[config.mk]
export PLATFORM = sky130hd
export DESIGN_NAME = id_ex_skid
export DESIGN_NICKNAME = d
export VERILOG_FILES = /design/src/rtl/id_ex_skid.sv
export SDC_FILE = /design/constraint.sdc
export NUM_CORES = 1
export LEC_CHECK = 0
export BUFFER_PORTS_ARGS = -buffer_cell sky130_fd_sc_hd__buf_4
export CORE_AREA = 2 2 108 110
export CTS_CLUSTER_DIAMETER = 200
export DETAILED_ROUTE_END_ITERATION = 16
export DIE_AREA = 0 0 110 112
export PLACE_DENSITY = 0.73
export SLEW_MARGIN = 20
export SYNTH_ARGS = -nofsm -noshare
export SYNTH_HDL_FRONTEND = slang
export SYNTH_SLANG_ARGS = --single-unit
[constraint.sdc]
create_clock -name clk -period 1.7 [get_ports clk]
set_clock_uncertainty 0.15 [all_clocks]
set_input_delay 0.255 -clock clk [delete_from_list [all_inputs] [get_ports clk]]
set_output_delay 0.255 -clock clk [all_outputs]
set_load 0.005 [all_outputs]
[src/rtl/id_ex_skid.sv]
// ID/EX pipeline register with optional one-entry skid buffer.
// Ports: clk, rst (sync, active-high), flush_i
//   ID side : valid_i/ready_o + inst_i, inst_addr_i, op1_i, op2_i, reg_we_i, reg_waddr_i
//   EX side : valid_o/ready_i + inst_o, inst_addr_o, op1_o, op2_o, reg_we_o, reg_waddr_o
// Config: define ID_EX_SKID_EN for the registered-ready two-entry build.
module id_ex_skid #(
  parameter int DATA_WIDTH  = 32,
  parameter int RDATA_WIDTH = 32,
  parameter int RADDR_WIDTH = 5
) (
  input  logic                   clk,
  input  logic                   rst,
  input  logic                   flush_i,
  input  logic                   valid_i,
  output logic                   ready_o,
  input  logic [DATA_WIDTH-1:0]  inst_i,
  input  logic [DATA_WIDTH-1:0]  inst_addr_i,
  input  logic [RDATA_WIDTH-1:0] op1_i,
  input  logic [RDATA_WIDTH-1:0] op2_i,
  input  logic                   reg_we_i,
  input  logic [RADDR_WIDTH-1:0] reg_waddr_i,
  output logic                   valid_o,
  input  logic                   ready_i,
  output logic [DATA_WIDTH-1:0]  inst_o,
  output logic [DATA_WIDTH-1:0]  inst_addr_o,
  output logic [RDATA_WIDTH-1:0] op1_o,
  output logic [RDATA_WIDTH-1:0] op2_o,
  output logic                   reg_we_o,
  output logic [RADDR_WIDTH-1:0] reg_waddr_o
);

  localparam logic [DATA_WIDTH-1:0] NOP_INST = DATA_WIDTH'(32'h0000_0013);

  typedef struct packed {
    logic [DATA_WIDTH-1:0]  inst;
    logic [DATA_WIDTH-1:0]  addr;
    logic [RDATA_WIDTH-1:0] op1;
    logic [RDATA_WIDTH-1:0] op2;
    logic                   we;
    logic [RADDR_WIDTH-1:0] waddr;
  } pl_t;

  localparam pl_t EMPTY_PL = '{
    inst:  NOP_INST,
    addr:  '0,
    op1:   '0,
    op2:   '0,
    we:    1'b0,
    waddr: '0
  };

  typedef enum logic [1:0] {
    EMPTY = 2'd0,
    ONE   = 2'd1,
    TWO   = 2'd2
  } state_t;

  state_t state_q, state_d;
  pl_t    main_q, main_d;
  pl_t    in_pl;
  logic   in_fire, out_fire;

  assign in_pl = '{
    inst:  inst_i,
    addr:  inst_addr_i,
    op1:   op1_i,
    op2:   op2_i,
    we:    reg_we_i,
    waddr: reg_waddr_i
  };

  assign valid_o  = (state_q != EMPTY);
  assign in_fire  = valid_i & ready_o;
  assign out_fire = valid_o & ready_i;

`ifdef ID_EX_SKID_EN
  pl_t  skid_q, skid_d;
  logic rdy_q;

  // Own flop so ready_o has no path from ready_i.
  assign ready_o = rdy_q;
`else
  assign ready_o = !valid_o | ready_i;
`endif

  always_comb begin
    state_d = state_q;
    main_d  = main_q;
`ifdef ID_EX_SKID_EN
    skid_d  = skid_q;
`endif
    unique case (state_q)
      EMPTY: begin
        if (in_fire) begin
          main_d  = in_pl;
          state_d = ONE;
        end
      end
      ONE: begin
        if (in_fire && out_fire) begin
          main_d = in_pl;
`ifdef ID_EX_SKID_EN
        end else if (in_fire) begin
          skid_d  = in_pl;
          state_d = TWO;
`endif
        end else if (out_fire) begin
          main_d  = EMPTY_PL;
          state_d = EMPTY;
        end
      end
`ifdef ID_EX_SKID_EN
      TWO: begin
        if (out_fire) begin
          main_d  = skid_q;
          skid_d  = EMPTY_PL;
          state_d = ONE;
        end
      end
`endif
      default: begin
        main_d  = EMPTY_PL;
        state_d = EMPTY;
      end
    endcase
    if (flush_i) begin
      main_d  = EMPTY_PL;
      state_d = EMPTY;
`ifdef ID_EX_SKID_EN
      skid_d  = EMPTY_PL;
`endif
    end
  end

  always_ff @(posedge clk) begin
    if (rst) begin
      state_q <= EMPTY;
      main_q  <= EMPTY_PL;
`ifdef ID_EX_SKID_EN
      skid_q  <= EMPTY_PL;
      rdy_q   <= 1'b1;
`endif
    end else begin
      state_q <= state_d;
      main_q  <= main_d;
`ifdef ID_EX_SKID_EN
      skid_q  <= skid_d;
      rdy_q   <= (state_d != TWO);
`endif
    end
  end

  assign inst_o      = main_q.inst;
  assign inst_addr_o = main_q.addr;
  assign op1_o       = main_q.op1;
  assign op2_o       = main_q.op2;
  assign reg_we_o    = main_q.we;
  assign reg_waddr_o = main_q.waddr;

endmodule

==> metrics.yaml <==
outcome:
  status: "complete, but fails checks"
  violations: "setup timing"
finish:
  final_nets: 850
  layout_commonest_cell: "buf_4"
  synthToLayoutAreaGrowth_pct: 96.7
  drive_gt1_share_pct: 43.4
  final_area_sq_um: 8270
  final_cell_mix: "buf_4, dlygate4sd3_1, dfxtp_1"
  utilization_pct: 74.0
  diodes: 0
detailed_routing:
  avgViaCountPerCell: 4.99
  wl_per_cell_microns: 18.1
  ant_nets: 0
  drt_pass1_iterations: 5
  vias: 4326
  drtIter0Drc: 236
  wl_microns: 15700
  drc: 0
setup_path:
  cpPeakStageDelay_ps: 540
  crit_fanout: 73
  start_kind: "input port"
  cp_slowest_cell: "dlygate4sd3_1"
  r2r_setup_slack_ps: 30
  crit_chain: "dlygate4sd3_1 > buf_4 > mux2i_4 > and2_4 > buf_16 > a22o_1"
  crit_family: "buffers and inverters"
  r2r_cells: 4
  worstReg2RegStart: "state_q[0]$_SDFFE_PP0P_"
  path_buf_inv: 3
  critPathKind: "input port to register"
  cp.required_ps: 1900
  end_kind: "register"
  timing.rr.end: "op1_o[22]$_SDFFE_PP0P_"
  cp.arrival_ps: 1930
hold_path:
  min_from: "rst"
  hold_path_class: "input port to register"
  hold-path-endpoint: "state_q[0]$_SDFFE_PP0P_"
  min_path_cells: 3
sta:
  period_share_pct: 102
  slew_headroom_pct: 71.3
  finalHoldViolCount: 0
  slew_violations: 0
  max_freq_mhz: 577
  setup_violations: 22
  hold_ws_ps: 67.3
  worst_slew_pin_slew_ps: 429
  finalWorstSetupSlack_ps: -33.8
  fin_crit_ps: 1730
clocking:
  cts_tree: "built"
  htreeDepth: 4
  cts_buffers: 17
  cts-root-buf: "clkbuf_16"
  numClockSinks: 135
  cts_buffer_depth: 2
  post_cts_buffers: 0
  path_clk_slew_ps: 60
  clock_latency_ps: 410
grt:
  gr-total-overflow: 0
  grt_antenna_before_repair: 0
  grt_usage_pct: 24.8
  grt_pass1_wl_microns: 23300
  grt_pass1_vias: 4714
  grt_max_degree: 74
logic_synthesis:
  syn_nets: 447
  synth-seq-area-share_pct: 64.3
  synthesis.instances: 308
  yosys_warnings: 0
  syn_area_per_cell_sq_um: 13.6
  ys_types: 14
  ys_seq_elements: 135
  syn_area_sq_um: 4200
floorplanning:
  die_w_microns: 110
  design.die.area_sq_um: 12300
  core_sq_um: 11200
  die_h_microns: 112
  rows: 39
  io_pins: 275
  start_util_pct: 37.6
place:
  place_area_sq_um: 6260
  io_buffer_count: 274
  hpwl_microns: 8670
  post-place-ws_ps: 115
  routabilityCongestion: 0.793
power:
  power_switching_mw: 1.71
  p_total_mw: 8.19
  p_comb_share_pct: 11.2
  pwr_density_cell_nw_per_um2: 990
  clockPowerShare_pct: 48.0
  internal_power_mw: 6.48
  p_sw_share_pct: 20.9
  power_frac_seq_pct: 40.8
  leakage_nw: 3.88
  peakVddDrop_mv: 0.689
run:
  maxCapViolations: 0
routing by layer:
metal | GRT usage, % | wire, microns | share of wire, % | up-vias
met2 | 45.3 | 8320 | 53 | 211
met5 | 0 | 0 | 0 | -
met1 | 24.1 | 5630 | 36 | 2081
li1 | - | - | - | 1995
met3 | 8.37 | 1210 | 7.7 | 39
met4 | 12.6 | 547 | 3.5 | 0
cell families (layout without fill, tap and decap cells):
logic type | after synthesis | in the layout | synth area share, %
compound gates | 135 | 135 | 28.1
flops | 135 | 135 | 64.3
buf+inv | 31 | 447 | 6.64
simple gates | 6 | 6 | 0.744
mux | 1 | 1 | 0.238
stage by stage:
step	setup TNS [ps]	cells
final	-238	867
after global routing	-440	867
after CTS	0	867
after detailed placement	0	700
after global placement	0	700
after floorplan	0	308
cell type report:
class	instances	area, sq um
flip-flops and latches	135	2700
clock buffers	18	429
well taps	143	179
repair buffers	414	3500
multi-input cells	142	1240
fillers	651	2910
clock inverters	14	206
inverters	1	3.75
sequential cells by signal (all words and copies together), names as in the netlist:
| name | count |
|---|---|
| reg_waddr_o | 5 |
| op2_o | 32 |
| inst_o | 32 |
| reg_we_o | 1 |
| op1_o | 32 |
| inst_addr_o | 32 |
| state_q | 1 |
worst max path at each step:
stage,from,to,slack (ps),cells past startpoint
floorplan,state_q[0]$_SDFFE_PP0P_,inst_addr_o[0]$_SDFFE_PP0P_,240,6
global placement,flush_i,op1_o[16]$_SDFFE_PP0P_,170,5
detailed placement,flush_i,op1_o[18]$_SDFFE_PP0P_,120,5
CTS,valid_i,op1_o[11]$_SDFFE_PP0P_,70,6
global route,valid_i,op1_o[22]$_SDFFE_PP0P_,-30,6
finish,valid_i,op1_o[22]$_SDFFE_PP0P_,-30,6
cells in the mapped netlist:
library cell | count | area [sq um]
and2_1 | 1 | 6.26
mux2i_1 | 1 | 10.0
nor2_1 | 1 | 3.75
inv_1 | 1 | 3.75
o22a_1 | 3 | 26.3
nand2_1 | 1 | 3.75
buf_2 | 10 | 50.1
and3_1 | 1 | 6.26
a22o_1 | 131 | 1150
nand3_1 | 1 | 5.00
buf_6 | 20 | 225
nand2b_1 | 1 | 6.26
a21boi_0 | 1 | 7.51
dfxtp_1 | 135 | 2700
timing repair:
action | 4_1_cts | 5_1_grt
resized for setup | 0 | 4
hold buffers | 135 | 0
hold endpoints to repair | 135 | 0
setup endpoints to repair | 0 | 95
worst reg2reg max path, stage by stage, from the launching register on:
cell and delay [ps]:
dfxtp_2 380, mux2i_4 300, and2_4 240, buf_16 290
a22o_1 250
power groups by stage:
stage          clock network (mW)  logic, mW  registers, mW
2_1_floorplan                   0      0.194           3.40
5_1_grt                      4.11      0.971           3.35
4_1_cts                      3.98      0.882           3.33
3_5_place_dp                    0      0.630           3.40
3_3_place_gp                    0      0.613           3.40
6_report                     3.93      0.919           3.34
(Power assumes the default switching activity.)
